`config.mk`:
```
export PLATFORM = sky130hd
export DESIGN_NAME = prog_loader
export DESIGN_NICKNAME = d
export VERILOG_FILES = /design/src/rtl/uP_pkg.sv /design/src/rtl/nibble_shift12.sv /design/src/rtl/prog_loader.sv
export SDC_FILE = /design/constraint.sdc
export NUM_CORES = 1
export LEC_CHECK = 0
export CAP_MARGIN = 10
export CORE_UTILIZATION = 35
export DETAILED_ROUTE_END_ITERATION = 8
export MAX_ROUTING_LAYER = met4
export PLACE_DENSITY_LB_ADDON = 0.08
export RECOVER_POWER = 25
export SYNTH_ARGS = -nofsm -noshare
export SYNTH_HDL_FRONTEND = slang
export SYNTH_SLANG_ARGS = --single-unit
```
`constraint.sdc`:
```
create_clock -name clock -period 2.48 [get_ports clock]
set_input_delay 0.496 -clock clock [delete_from_list [all_inputs] [get_ports clock]]
set_output_delay 0.496 -clock clock [all_outputs]
set_load 0.02 [all_outputs]
```
`src/rtl/uP_pkg.sv`:
```
// Shared definitions for the program loader: loader states, frame field sizes
// and the program-memory address width.
package uP_pkg;

  localparam int ADDR_W    = 12;
  localparam int ADDR_NIBS = 3;
  localparam int LEN_NIBS  = 3;
  localparam int DATA_NIBS = 2;

  localparam logic [ADDR_W-1:0] ADDR_ONE = 12'd1;

  typedef enum logic [2:0] {
    IDLE    = 3'd0,
    ADDR    = 3'd1,
    LEN     = 3'd2,
    DATA_HI = 3'd3,
    DATA_LO = 3'd4,
    WRITE   = 3'd5,
    FIN     = 3'd6
  } state_t;

endpackage

```
`src/rtl/nibble_shift12.sv`:
```
// 12-bit shift-in register, most significant nibble first. complete flags the
// shift that delivers the final nibble of the field.
module nibble_shift12
  import uP_pkg::*;
#(
  parameter int NIBS = ADDR_NIBS
) (
  input  logic              clock,
  input  logic              reset,
  input  logic              clear,
  input  logic              shift_en,
  input  logic [3:0]        nib,
  output logic [ADDR_W-1:0] value,
  output logic              complete
);

  localparam logic [1:0] LAST = 2'(NIBS - 1);

  logic [1:0] cnt;

  assign complete = shift_en && (cnt == LAST);

  always_ff @(posedge clock or negedge reset) begin
    if (!reset) begin
      value <= '0;
      cnt   <= '0;
    end else if (clear) begin
      value <= '0;
      cnt   <= '0;
    end else if (shift_en) begin
      value <= {value[ADDR_W-5:0], nib};
      cnt   <= complete ? 2'd0 : cnt + 2'd1;
    end
  end

endmodule

```
`src/rtl/prog_loader.sv`:
```
// Nibble-stream program loader: parses address/count/data frames and writes
// program bytes while holding the processor in reset.
//
// state   | meaning
// IDLE    | waiting for start, processor released
// ADDR    | shifting in 3 start-address nibbles
// LEN     | shifting in 3 byte-count nibbles
// DATA_HI | waiting for high nibble of next byte
// DATA_LO | waiting for low nibble of next byte
// WRITE   | one-cycle memory write of the assembled byte
// FIN     | one-cycle done pulse
module prog_loader
  import uP_pkg::*;
(
  input  logic                   clock,
  input  logic                   reset,
  input  logic                   start,
  input  logic                   abort,
  input  logic [3:0]             in_data,
  input  logic                   in_valid,
  output logic                   in_ready,
  output logic                   mem_we,
  output logic [ADDR_W-1:0]      mem_addr,
  output logic [4*DATA_NIBS-1:0] mem_wdata,
  output logic                   cpu_hold,
  output logic                   busy,
  output logic                   done,
  output logic                   err
);

  state_t            state, state_d;
  logic              hs, start_ok, stop;
  logic              addr_sh, len_sh, addr_cmp, len_cmp;
  logic              len_zero, fresh;
  logic [ADDR_W-1:0] addr_value, len_value, cur_addr, remain, rem_cur;
  logic [3:0]        hi_q, lo_q;

  assign hs       = in_valid && in_ready;
  assign start_ok = (state == IDLE) && start;
  assign stop     = abort && (state != IDLE);
  assign addr_sh  = (state == ADDR) && hs && !abort;
  assign len_sh   = (state == LEN) && hs && !abort;
  assign len_zero = (len_value[7:0] == 8'h00) && (in_data == 4'h0);
  // The count register is only complete from DATA_HI on, so the first WRITE
  // takes the remaining count from it directly.
  assign rem_cur  = fresh ? len_value : remain;

  assign mem_addr  = cur_addr;
  assign mem_wdata = {hi_q, lo_q};

  nibble_shift12 #(.NIBS(ADDR_NIBS)) u_addr (
    .clock    (clock),
    .reset    (reset),
    .clear    (start_ok),
    .shift_en (addr_sh),
    .nib      (in_data),
    .value    (addr_value),
    .complete (addr_cmp)
  );

  nibble_shift12 #(.NIBS(LEN_NIBS)) u_len (
    .clock    (clock),
    .reset    (reset),
    .clear    (start_ok),
    .shift_en (len_sh),
    .nib      (in_data),
    .value    (len_value),
    .complete (len_cmp)
  );

  always_comb begin
    state_d  = state;
    in_ready = 1'b0;
    mem_we   = 1'b0;
    done     = 1'b0;
    busy     = (state != IDLE);
    cpu_hold = (state != IDLE);
    case (state)
      IDLE:    if (start) state_d = ADDR;
      ADDR: begin
        in_ready = 1'b1;
        if (addr_cmp) state_d = LEN;
      end
      LEN: begin
        in_ready = 1'b1;
        if (len_cmp) state_d = len_zero ? FIN : DATA_HI;
      end
      DATA_HI: begin
        in_ready = 1'b1;
        if (hs) state_d = DATA_LO;
      end
      DATA_LO: begin
        in_ready = 1'b1;
        if (hs) state_d = WRITE;
      end
      WRITE: begin
        mem_we  = 1'b1;
        state_d = (rem_cur == ADDR_ONE) ? FIN : DATA_HI;
      end
      FIN: begin
        done    = 1'b1;
        state_d = IDLE;
      end
      default: state_d = IDLE;
    endcase
    if (stop) state_d = IDLE;
  end

  always_ff @(posedge clock or negedge reset) begin
    if (!reset) state <= IDLE;
    else        state <= state_d;
  end

  always_ff @(posedge clock or negedge reset) begin
    if (!reset) begin
      err      <= 1'b0;
      fresh    <= 1'b0;
      cur_addr <= '0;
      remain   <= '0;
      hi_q     <= '0;
      lo_q     <= '0;
    end else begin
      if (start_ok) begin
        err   <= 1'b0;
        fresh <= 1'b0;
      end else if (stop) begin
        err <= 1'b1;
      end
      if (!abort) begin
        if (len_cmp) begin
          cur_addr <= addr_value;
          fresh    <= 1'b1;
        end
        if (state == DATA_HI && hs) hi_q <= in_data;
        if (state == DATA_LO && hs) lo_q <= in_data;
        if (state == WRITE) begin
          cur_addr <= cur_addr + ADDR_ONE;
          remain   <= rem_cur - ADDR_ONE;
          fresh    <= 1'b0;
        end
      end
    end
  end

endmodule

```
==> impl_metrics.csv, run 1 <==
group,metric,value,unit
status,run_status,"finished, violations left",
status,failing_checks,"capacitance limit, slew limit",
layout,final_net_count,450,
global_route,pin_count_of_the_biggest_net_entering_global_routing,35,
die,start_util,36.1,%
setup_path,setup.worst_path.class,"reg -> out",
drt,detail_route.wl_per_cell,16.2,um
die,floorplan.rows,36,
timing,rsz_0062_raised_after_global_routing,"false",
power,power.static_leakage,1.91,nW
cts,clock_latency,0.35,ns
place,place.gp.congestion,0.786,
setup_path,worst-endpoint-arrival,1.88,ns
timing,period_needed,2.37,ns
synthesis,mapped_nets,408,
cts,clock_sink_count,65,
timing,worst_rel_slew_slack,-29.5,%
setup_path,critical_path.max_stage_delay,0.62,ns
setup_path,critical_path_required_time,1.98,ns
synthesis,dominantRegCellSynth,"dfrtp_1",
timing,timing.final.setup_violations,0,
synthesis,syn_area_per_cell,8.96,um2
synthesis,postSynthCellCount,396,
drt,drt_first_iter_violations,158,
power,fin_total_pwr,2.58,mW
hold_path,worst_hold_startpoint,"err",
setup_path,endpoint_type_of_the_worst_setup_path,"primary output",
hold_path,instance_count_along_the_most_critical_hold_path,2,
setup_path,critical_path.cell_chain,"nor2_1 -> xnor2_1 -> clkdlybuf4s50_1",
timing,finalClockSkew,0.00755,ns
die,die_width,103,um
synthesis,asyncSetResetFlopFracSynth,100,%
layout,cell_area_after_layout,4310,um2
timing,finalHoldViolCount,0,
hold_path,sink_of_the_worst_hold_path,"err",
cts,h-tree-depth,3,
layout,layout_overhead_on_the_synthesized_area,21.6,%
setup_path,crit-reg2reg-launch,"fresh",
die,pin_count,35,
cts,tritoncts,"yes",
layout,drive_gt1_share,13.3,%
place,placed_area,4110,um2
synthesis,synth_warnings,0,
layout,layout_common_cells,"nand2_1 (65), dfrtp_1 (63), a21oi_1 (42)",
global_route,antenna_violations_before_repair,0,
power,power_density,598,nW/um2
global_route,grt_overflow,0,
setup_path,worstSetupStartpointType,"flip-flop",
timing,setup_total_negative_slack,0,ns
layout,layout_commonest_cell,"nand2_1",
drt,drtAntennaViolNets,0,
synthesis,synth-seq-cells,65,
drt,vias,3095,
global_route,first_pass_grt_wire_length,15600,um
place,portBuffers,34,
setup_path,peak_fanout_along_the_critical_path,9,
cts,clk_pin_slew_worst_paths,0.07,ns
drt,drt_first_pass_iters,4,
cts,tritoncts.num_buffers,9,
die,die_y,103,um
global_route,first_global_vias,2968,
timing,slew_viol_final,35,
synthesis,synth_sequential_area_ratio,45.9,%
cts,post_cts_setup_driven_buffer_insertion_count,0,
synthesis,mappedNetlistArea,3550,um2
global_route,grt_use_total,20.2,%
synthesis,netlist-cell-type-count,54,
setup_path,worst_path_max_delay_cell,"clkdlybuf4s50_1",
place,place_hpwl,6590,um
timing,finalCritPeriodShare,95.6,%
synthesis,synth-edff-count,0,
timing,clock.fmax,422,MHz
cts,cts-root-to-sink-buffers,2,
setup_path,worst-r2r-cell-count,8,
die,placeableCoreArea,9820,um2
cts,ctsRootBufferMaster,"clkbuf_8",
timing,max_slew.worst_pin.slew,1.94,ns
hold_path,timing.hold.worst.class,"reg -> reg",
die,floorplan.die_area,10500,um2
drt,totalWireLength,9350,um
power,vdd_drop_max,0.269,mV
layout,antenna_cells,0,
drt,remaining_drcs,0,
run,max_cap_violations,1,
setup_path,worst_reg2reg_setup_slack,0.23,ns
setup_path,crit-reg2reg-capture,"remain[4]",
drt,vias_per_cell,5.37,
==> critical path, delay by kind of cell, from the launching register on <==
kind,cells,cell delay (ns)
xor+xnor,1,0.17
flops,1,0.46
simple gates,1,0.28
buf+inv,1,0.62
==> logic make-up (layout without fill, tap and decap cells) <==
kind of cell | Yosys count | after routing | synth area share [%]
and+or+nand+nor | 158 | 158 | 21.8
adders and majority gates | 3 | 3 | 1.06
muxes | 16 | 16 | 4.90
DFF | 65 | 65 | 45.9
buffers and inverters | 34 | 81 | 4.23
xor gates and xnor gates | 9 | 9 | 2.22
AOI/OAI and AO/OA | 111 | 111 | 19.9
==> power by group <==
group	internal, mW	switching [mW]	leakage [nW]	total [mW]
clock	0.464	0.444	0.0994	0.908
sequential	1.11	0.0593	0.885	1.17
combinational	0.208	0.292	0.928	0.500
==> cell usage after synthesis, drive strengths merged (10+ instances only) <==
| library cell | n | area (um2) |
|---|---|---|
| a21oi | 42 | 210 |
| buf | 11 | 62.6 |
| clkbuf | 15 | 57.6 |
| dfrtp | 65 | 1630 |
| mux2 | 11 | 124 |
| nand2 | 65 | 244 |
| nand3 | 10 | 50.1 |
| nor2 | 22 | 82.6 |
| nor3 | 15 | 75.1 |
| o21ai | 26 | 130 |
==> how the worst max path moves through the flow <==
stage / from / to / slack [ns]
final: state[0] / in_ready / 0.11
after global routing: state[0] / in_ready / 0.02
after CTS: state[1] / done / 0.006
after detailed placement: abort / mem_addr[5] / 0.18
after global placement: abort / mem_addr[0] / 0.22
after floorplan: fresh / remain[4] / 0.01
==> through the flow <==
step           util [%]  worst slack (ns)  instances  hold WS (ns)
6_report           43.9             0.109        576         0.507
3_3_place_gp       41.9             0.223        560         0.495
4_1_cts            43.9           0.00576        576         0.266
2_1_floorplan         -            0.0149        396         0.200
3_5_place_dp       41.9             0.182        560         0.496
5_1_grt            43.9            0.0217        576         0.536
==> layer usage <==
| layer | part of all wire, % | wire, um | GRT usage (%) |
|---|---|---|---|
| met2 | 43 | 4040 | 28.3 |
| met3 | 3.2 | 303 | 2.85 |
| met1 | 52 | 4900 | 29.3 |
| met4 | 1.2 | 111 | 7.58 |
| met5 | 0 | 0 | - |
==> what timing repair did <==
| item | 4_1_cts | 5_1_grt |
|---|---|---|
| endpoints found under the hold margin | 0 | 0 |
| hold buffers | 0 | 0 |
| cloned | 0 | 0 |
| resized for setup | 1 | 4 |
| setup endpoints to repair | 1 | 3 |
| pin swaps | 0 | 0 |
==> state kept, by name, summed over array words and instances, names as in the netlist <==
signal / count
hi_q: 4
mem_addr: 12
lo_q: 4
fresh: 1
err: 1
u_addr.value: 12
u_len.value: 12
u_addr.cnt: 2
remain: 12
u_len.cnt: 2
state: 3
==> cell type report <==
| type | count | area (um2) |
|---|---|---|
| fill | 1001 | 5510 |
| multi-input combinational | 297 | 1770 |
| timing repair buffer | 57 | 522 |
| tap | 133 | 166 |
| clock inverter | 7 | 70.1 |
| sequential | 65 | 1630 |
| inverter | 8 | 30.0 |
| clock buffer | 9 | 124 |
(Power assumes the default switching activity.)
==> run 2, diff against run 1 <==
--- a/config.mk
+++ b/config.mk
@@ -11,6 +11,7 @@
 export MAX_ROUTING_LAYER = met4
 export PLACE_DENSITY_LB_ADDON = 0.08
 export RECOVER_POWER = 25
+export SLEW_MARGIN = 15
 export SYNTH_ARGS = -nofsm -noshare
 export SYNTH_HDL_FRONTEND = slang
 export SYNTH_SLANG_ARGS = --single-unit
==> results of run 2 <==
The final DEF is identical to that of run 1; final timing and power are the same.
